[src/rtl/mul32_seq_pkg.sv]
// Shared definitions for the sequential shift-add multiplier: FSM encoding and iteration count.
package mul32_seq_pkg;

  typedef enum logic [1:0] {
    StIdle = 2'b00,
    StRun  = 2'b01,
    StDone = 2'b10
  } state_e;

  localparam int unsigned NumIter = 32;
  localparam int unsigned CntW    = 5;

endpackage

[src/rtl/cla32_ov.sv]
// 32-bit carry-lookahead adder (4-bit lookahead groups) with carry-out and carry into the MSB.
module cla32_ov (
  input  logic [31:0] a,
  input  logic [31:0] b,
  input  logic        ci,
  output logic [31:0] s,
  output logic        co,
  output logic        co_prev
);

  logic [31:0] g;
  logic [31:0] pr;
  logic [31:0] cvec;
  logic        carry;
  logic        grp_g;
  logic        grp_p;

  assign g  = a & b;
  assign pr = a ^ b;

  // Group carry is kept in a local variable so the carry vector never feeds itself.
  always_comb begin
    cvec  = '0;
    carry = ci;
    grp_g = 1'b0;
    grp_p = 1'b0;
    for (int k = 0; k < 8; k++) begin
      cvec[4*k]   = carry;
      cvec[4*k+1] = g[4*k] | (pr[4*k] & carry);
      cvec[4*k+2] = g[4*k+1] | (pr[4*k+1] & g[4*k]) | (pr[4*k+1] & pr[4*k] & carry);
      cvec[4*k+3] = g[4*k+2] | (pr[4*k+2] & g[4*k+1]) | (pr[4*k+2] & pr[4*k+1] & g[4*k])
                  | (pr[4*k+2] & pr[4*k+1] & pr[4*k] & carry);
      grp_g = g[4*k+3] | (pr[4*k+3] & g[4*k+2]) | (pr[4*k+3] & pr[4*k+2] & g[4*k+1])
            | (pr[4*k+3] & pr[4*k+2] & pr[4*k+1] & g[4*k]);
      grp_p = &pr[4*k +: 4];
      carry = grp_g | (grp_p & carry);
    end
    co = carry;
  end

  assign s       = pr ^ cvec;
  assign co_prev = cvec[31];

endmodule

[src/rtl/mul32_seq.sv]
// Unsigned 32x32 sequential multiplier: one shift-add step per cycle, 32 steps, registered product.
module mul32_seq
  import mul32_seq_pkg::*;
(
  input  logic        clk,
  input  logic        reset_n,
  input  logic        start,
  input  logic [31:0] a,
  input  logic [31:0] b,
  output logic        busy,
  output logic        done,
  output logic [63:0] p,
  output logic        hi_nz
);

  state_e            state_q, state_d;
  logic [63:0]       prod_q, prod_d;
  logic [31:0]       mcand_q, mcand_d;
  logic [CntW-1:0]   cnt_q, cnt_d;

  logic [31:0] add_b;
  logic [31:0] sum;
  logic        co;
  logic        unused_co_prev;

  assign add_b = prod_q[0] ? mcand_q : 32'd0;

  cla32_ov u_add (
    .a      (prod_q[63:32]),
    .b      (add_b),
    .ci     (1'b0),
    .s      (sum),
    .co     (co),
    .co_prev(unused_co_prev)
  );

  // The adder carry lives in P[63] after each shift, so clearing P clears it too.
  always_ff @(posedge clk or negedge reset_n) begin
    if (!reset_n) begin
      state_q <= StIdle;
      prod_q  <= '0;
      mcand_q <= '0;
      cnt_q   <= '0;
    end else begin
      state_q <= state_d;
      prod_q  <= prod_d;
      mcand_q <= mcand_d;
      cnt_q   <= cnt_d;
    end
  end

  always_comb begin
    state_d = state_q;
    prod_d  = prod_q;
    mcand_d = mcand_q;
    cnt_d   = cnt_q;
    unique case (state_q)
      StIdle, StDone: begin
        if (start) begin
          mcand_d = a;
          prod_d  = {32'd0, b};
          cnt_d   = '0;
          state_d = StRun;
        end else if (state_q == StDone) begin
          state_d = StIdle;
        end
      end
      StRun: begin
        prod_d = {co, sum, prod_q[31:1]};
        cnt_d  = cnt_q + CntW'(1);
        if (cnt_q == CntW'(NumIter - 1)) begin
          state_d = StDone;
        end
      end
      default: state_d = StIdle;
    endcase
  end

  always_comb begin
    busy  = (state_q == StRun);
    done  = (state_q == StDone);
    p     = prod_q;
    hi_nz = |prod_q[63:32];
  end

endmodule

[config.mk]
export PLATFORM = sky130hd
export DESIGN_NAME = mul32_seq
export DESIGN_NICKNAME = d
export VERILOG_FILES = /design/src/rtl/mul32_seq_pkg.sv /design/src/rtl/cla32_ov.sv /design/src/rtl/mul32_seq.sv
export SDC_FILE = /design/constraint.sdc
export NUM_CORES = 1
export LEC_CHECK = 0
export ABC_AREA = 1
export CAP_MARGIN = 40
export CORE_ASPECT_RATIO = 0.5
export CORE_UTILIZATION = 54
export CTS_CLUSTER_SIZE = 30
export DETAILED_ROUTE_END_ITERATION = 10
export PLACE_DENSITY = 0.95
export SLEW_MARGIN = 25
export SYNTH_ARGS = -nofsm -noshare
export SYNTH_HDL_FRONTEND = slang
export SYNTH_SLANG_ARGS = --single-unit
[constraint.sdc]
create_clock -name clk -period 5.7 [get_ports clk]
set_clock_uncertainty 0.15 [all_clocks]
set_input_delay 0.57 -clock clk [delete_from_list [all_inputs] [get_ports clk]]
set_output_delay 0.57 -clock clk [all_outputs]
set_load 0.01 [all_outputs]
# Word level (Yosys, flattened, before mapping)
# Cells that the tools add are included.
# W data, S select, Z words.
[totals]
input_bits = 67
wordCells = 227
regBits = 103
[op_classes]
n_bitwise = 193
mux = 9
n_eq_ne = 6
n_reduce_logical = 14
addsub = 1
[op_table]
columns = ["op", "n"]
rows = [
  ["$pmux W64 S2", 1],
  ["$and A1 B1 Y1", 114],
  ["$or A1 B1 Y1", 76],
  ["$mux W64", 1],
  ["$xor A32 B32 Y32", 2],
  ["$and A32 B32 Y32", 1],
  ["$mux W32", 1],
  ["$reduce_or A32 Y1", 1],
  ["$reduce_and A4 Y1", 7],
  ["$pmux W5 S2", 1],
  ["$mux W2", 3],
  ["$reduce_and A2 Y1", 3],
  ["$add A5 B1 Y5 const B", 1],
  ["$eq A5 B5 Y1 const B", 1],
  ["$mux W5", 1],
  ["$pmux W2 S2", 1],
  ["$ne A3 B3 Y1 const B", 1],
  ["$eq A2 B1 Y1 const B", 1],
  ["$eq A2 B2 Y1 const B", 1],
  ["$logic_not A2 Y1", 1],
  ["$ne A2 B1 Y1 const B", 1],
  ["$ne A2 B2 Y1 const B", 1],
  ["$reduce_bool A2 Y1", 1],
  ["$reduce_or A2 Y1", 1],
]

# Longest topological paths before layout
[depth]
depth_word = 22
depth_mapped = 26
mapped_depth_nobuf = 24

# By module
# A second synthesis with hierarchy kept.
[hier_totals]
hier_cells = 766
hier_area_um2 = 5964.5
[modules_own_cells]
columns = ["mod", "seq_area_each_um2", "cells_each", "area_per_inst_um2", "n_inst"]
rows = [
  ["mul32_seq", 2577.5, 584, 4623.2, 1],
  ["cla32_ov", 0.0, 182, 1341.3, 1],
]

# Worst setup path after synthesis
# Ideal clock, no wire load.
[synth_path]
path_kind = "reg2reg"
start = "register prod_q[0] (netlist: p[0])"
end = "register prod_q[60] (netlist: p[60])"
required_ns = 5.415
t_arrival_ns = 2.888
stages_incl_launch_ff = 24
slack_ns = 2.527
n_path_buf = 2
path_cell_list = "dfrtp_1 > clkbuf_1 > clkbuf_1 > nand2_1 > inv_1 > ha_1 > or2_0 > nand2_1 > nand2_1 > nand2_1 > nand2_2 > nand2_2 > nand2_4 > nand2_4 > nand2_4 > nand2_4 > nand2_4 > nand2_4 > nand2_4 > nand2_4 > nand2_4 > fa_1 > xnor2_1 > o21ai_0"
[synth_via]
elab_chain_cells = 22
[synth_rtl]
columns = ["element", "line", "rtl"]
rows = [
  ["start, declared", "mul32_seq.sv:17", "logic [63:0] prod_q, prod_d;"],
  ["start signal, assigned", "mul32_seq.sv:46", "prod_q <= prod_d;"],
  ["$mux W32 (*)", "mul32_seq.sv:26", "assign add_b = prod_q[0] ? mcand_q : 32'd0;"],
  ["$xor A32 B32 Y32 or $and A32 B32 Y32 (tied branches)", "cla32_ov.sv:19, cla32_ov.sv:18", ""],
  ["$and A1 B1 Y1 (on tied branches)", "cla32_ov.sv:33, cla32_ov.sv:34", ""],
  ["$or A1 B1 Y1 (tied with other cells)", "cla32_ov.sv:33", "grp_g = g[4*k+3] | (pr[4*k+3] & g[4*k+2]) | (pr[4*k+3] & pr[4*k+2] & g[4*k+1])"],
  ["$or A1 B1 Y1 or $and A1 B1 Y1 (tied branches)", "cla32_ov.sv:33, cla32_ov.sv:34", ""],
  ["$or A1 B1 Y1", "cla32_ov.sv:34", "| (pr[4*k+3] & pr[4*k+2] & pr[4*k+1] & g[4*k]);"],
  ["$and A1 B1 Y1", "cla32_ov.sv:36", "carry = grp_g | (grp_p & carry);"],
  ["$or A1 B1 Y1", "cla32_ov.sv:36", ""],
  ["[6 not listed]", "-", ""],
  ["$and A1 B1 Y1", "cla32_ov.sv:36", ""],
  ["$or A1 B1 Y1", "cla32_ov.sv:36", ""],
  ["$and A1 B1 Y1", "cla32_ov.sv:36", ""],
  ["$or A1 B1 Y1", "cla32_ov.sv:36", ""],
  ["$and A1 B1 Y1", "cla32_ov.sv:29", "cvec[4*k+1] = g[4*k] | (pr[4*k] & carry);"],
  ["$or A1 B1 Y1", "cla32_ov.sv:29", ""],
  ["$xor A32 B32 Y32 (*)", "cla32_ov.sv:41", "assign s = pr ^ cvec;"],
  ["$pmux W64 S2 (*)", "mul32_seq.sv:57", "unique case (state_q)"],
]
# Every way passes the cells marked *; elsewhere a longest branch is shown, timed or not.
# A chain may end at the register's enable or synchronous reset.

# Worst setup path in the final report
# Same ends and word-level chain as after synthesis.

==> out/qor.yml <==
antenna_cells: 0
crit_type: "flop to flop"
worst-r2r-setup-slack_ns: 1.99
grt_pass1_vias: 5032
clk_pin_slew_ns: 0.07
grt_start_max_net_pins: 56
power_density_nw_per_um2: 643.8
yosys_warnings: 0
n_fill_cell: 635
min_path_type: "flop to flop"
worst_pin_slew_ns: 0.7151
setup_slack_ns: 1.991
drive_gt1_share_pct: 9.419
rsz0062_at_grt: "false"
clockBufferDepth: 2
drt_iter0_markers: 439
syn_area_sq_um: 5707
rows: 26
synth-seq-cells: 103
syn_to_final_growth_pct: 31.42
status: "completed"
ios: 134
track_usage_pct: 28.67
required_ns: 5.75
grt_use_met2_pct: 50.21
postSynthCellCount: 645
vias_per_cell: 5.551
die_area_sq_um: 11010
post_cts_resized: 0
clock_latency_ns: 0.35
overflow: 0
fin_crit_ns: 3.709
synth-seq-area-share_pct: 45.17
end_kind: "flop"
critPathMaxFanout: 25
setup_viol: 0
chipWidth_um: 147.4
slew_violations: 0
endpoint: "p[60]"
avgRoutedWirePerCell_um: 16.60
period_share_pct: 65.07
avgSynthCellArea_sq_um: 8.848
drv_cap: 0
postSynth.asyncResetShare_pct: 100.0
start_util_pct: 55.69
worst_r2r_path_depth: 21
cts-root-buf: "clkbuf_16"
synth_edf_count: 0
hold_viol_final: 0
hold_slack_ns: 0.3581
ys_types: 35
vdd_drop_max_mv: 0.2982
port_buffers: 133
max_slew_margin_pct: 52.27
timing.rr.end: "p[60]"
die_y_um: 74.69
grt.busiest_layer: "met2"
cts_htree_levels: 3
tns_ns: 0
first_pass_iters: 5
dpl.hpwl_mm: 10.31
synth_nets: 754
via_count: 5079
use_met3_pct: 5.879
cts_setup_buffers: 0
synth_flop_cell: "dfrtp_1"
fin_nets: 880
met1_usage_pct: 34.92
max_freq_ghz: 0.2696
core_sq_um: 10250
startpoint: "p[0]"
startpoint_type: "flop"
cts.sinks: 103
numCtsBuffers: 9
preCtsSetupSlack_ns: 2.164
r2r-start: "p[0]"
cp_data_arrival_time_ns: 3.76
finalWirelength_mm: 15.19
drc: 0
antenna_left: 0
leakage_uw: 0.003733
hold_buffers: 1
grt_pass1_wl_mm: 24.50
antenna_found_initial: 0
cts_tree: "built"
place.gp.congestion: 0.8811
## through the flow
step	power (uW)	utilization, %	instances	instance area [sq um]
5_1_grt	5189	73.19	915	7500
3_3_place_gp	3908	69.74	896	7147
6_report	4829	73.19	915	7500
3_5_place_dp	4119	70.35	899	7209
2_1_floorplan	3096	-	645	5707
4_1_cts	4810	73.19	915	7500
## synth_stat cells, types with 6 or more instances
cell type / instances / area, sq um
nand2_4: 10 / 112.6
clkbuf_1: 24 / 90.09
dfrtp_1: 103 / 2577
ha_1: 34 / 425.4
a21oi_1: 17 / 85.08
nand2_1: 162 / 608.1
inv_1: 65 / 244.0
nor2_1: 29 / 108.9
o21ai_0: 22 / 110.1
fa_1: 8 / 160.2
mux2_2: 32 / 360.4
nand3_1: 79 / 395.4
a22o_1: 6 / 52.55
xnor2_1: 8 / 70.07
## metal layers
layer / up-vias / part of all wire [%]
li1: 2367 / -
met1: 2407 / 40
met2: 245 / 50
met3: 60 / 6.5
met4: 0 / 3.3
met5: - / 0
## worst min-delay path by stage
stage	slack (ns)	cells after the start	from	endpoint
4_1_cts	0.36	1	cnt_q[3]	cnt_q[3]
3_5_place_dp	0.30	1	reset_n	mcand_q[22]
5_1_grt	0.36	1	cnt_q[3]	cnt_q[3]
2_1_floorplan	0.12	0	reset_n	cnt_q[0]
6_report	0.36	1	mcand_q[30]	mcand_q[30]
3_3_place_gp	0.30	1	reset_n	mcand_q[22]
## state kept, by name, indices dropped and copies added, names as in the netlist
name     count
p           64
cnt_q        5
state_q      2
mcand_q     32
## cell families after synthesis
logic type	after synthesis	synth area share, %
simple gates	302	23.81
flops	103	45.17
buf+inv	94	6.314
compound gates	60	6.292
fa+ha+maj	42	10.26
mux	32	6.314
xor+xnor	12	1.842
## power breakdown
part | internal [uW] | leakage [uW] | switching [uW]
Sequential | 1130 | 0.00124 | 360
Combinational | 1270 | 0.00236 | 1460
Clock | 337 | 0.000135 | 265
Total | 2740 | 0.00373 | 2090
## worst max-delay path: stages (launching register included)
cell	delay, ns
dfrtp_1	0.61
buf_4	0.36
nand2_1	0.09
inv_1	0.08
ha_1	0.29
a21oi_1	0.23
nor2_1	0.08
nor2_1	0.16
nand2_2	0.12
nand2_2	0.10
nand2_4	0.07
nand2_4	0.07
nand2_4	0.06
nand2_4	0.08
nand2_4	0.06
nand2_4	0.08
nand2_4	0.07
nand2_4	0.08
nand2_4	0.07
fa_1	0.41
xnor2_1	0.14
o21ai_0	0.08
## cell usage in the layout (no fill, tap or decap), drive strengths merged
cell type      netlist  layout
inv                 66      66
clkdlybuf4s50        0     132
dfrtp              103     103
o21bai               3       3
a22o                 6       6
a21oi               17      17
clkinv               1       3
nor3                 5       5
ha                  34      34
buf                  3       9
bufinv               0       1
fa                   8       8
mux2                32      32
or4                  1       1
xor2                 4       4
a32o                 1       1
nand3               79      79
nor4                 5       5
o211ai               2       2
nand4                4       4
xnor2                8       8
dlygate4sd3          0       1
nor2                29      29
a21o                 2       2
and2                 1       1
clkinvlp             0       1
clkbuf              24      11
nand2              176     176
or2                  2       2
a221oi               1       1
o21ai               23      23
o22ai                5       5
## cell type report
| cell class | count | area [sq um] | area share [%] |
|---|---|---|---|
| multi-input cells | 448 | 2776 | 37.02 |
| flip-flops and latches | 103 | 2577 | 34.37 |
| repair buffers | 142 | 1439 | 19.19 |
| inverters | 67 | 251.5 | 3.353 |
| clock buffers | 11 | 232.7 | 3.103 |
| well taps | 140 | 175.2 | 2.336 |
| clock inverters | 4 | 47.55 | 0.6340 |
Note: power is estimated with default switching activity, not from simulation.
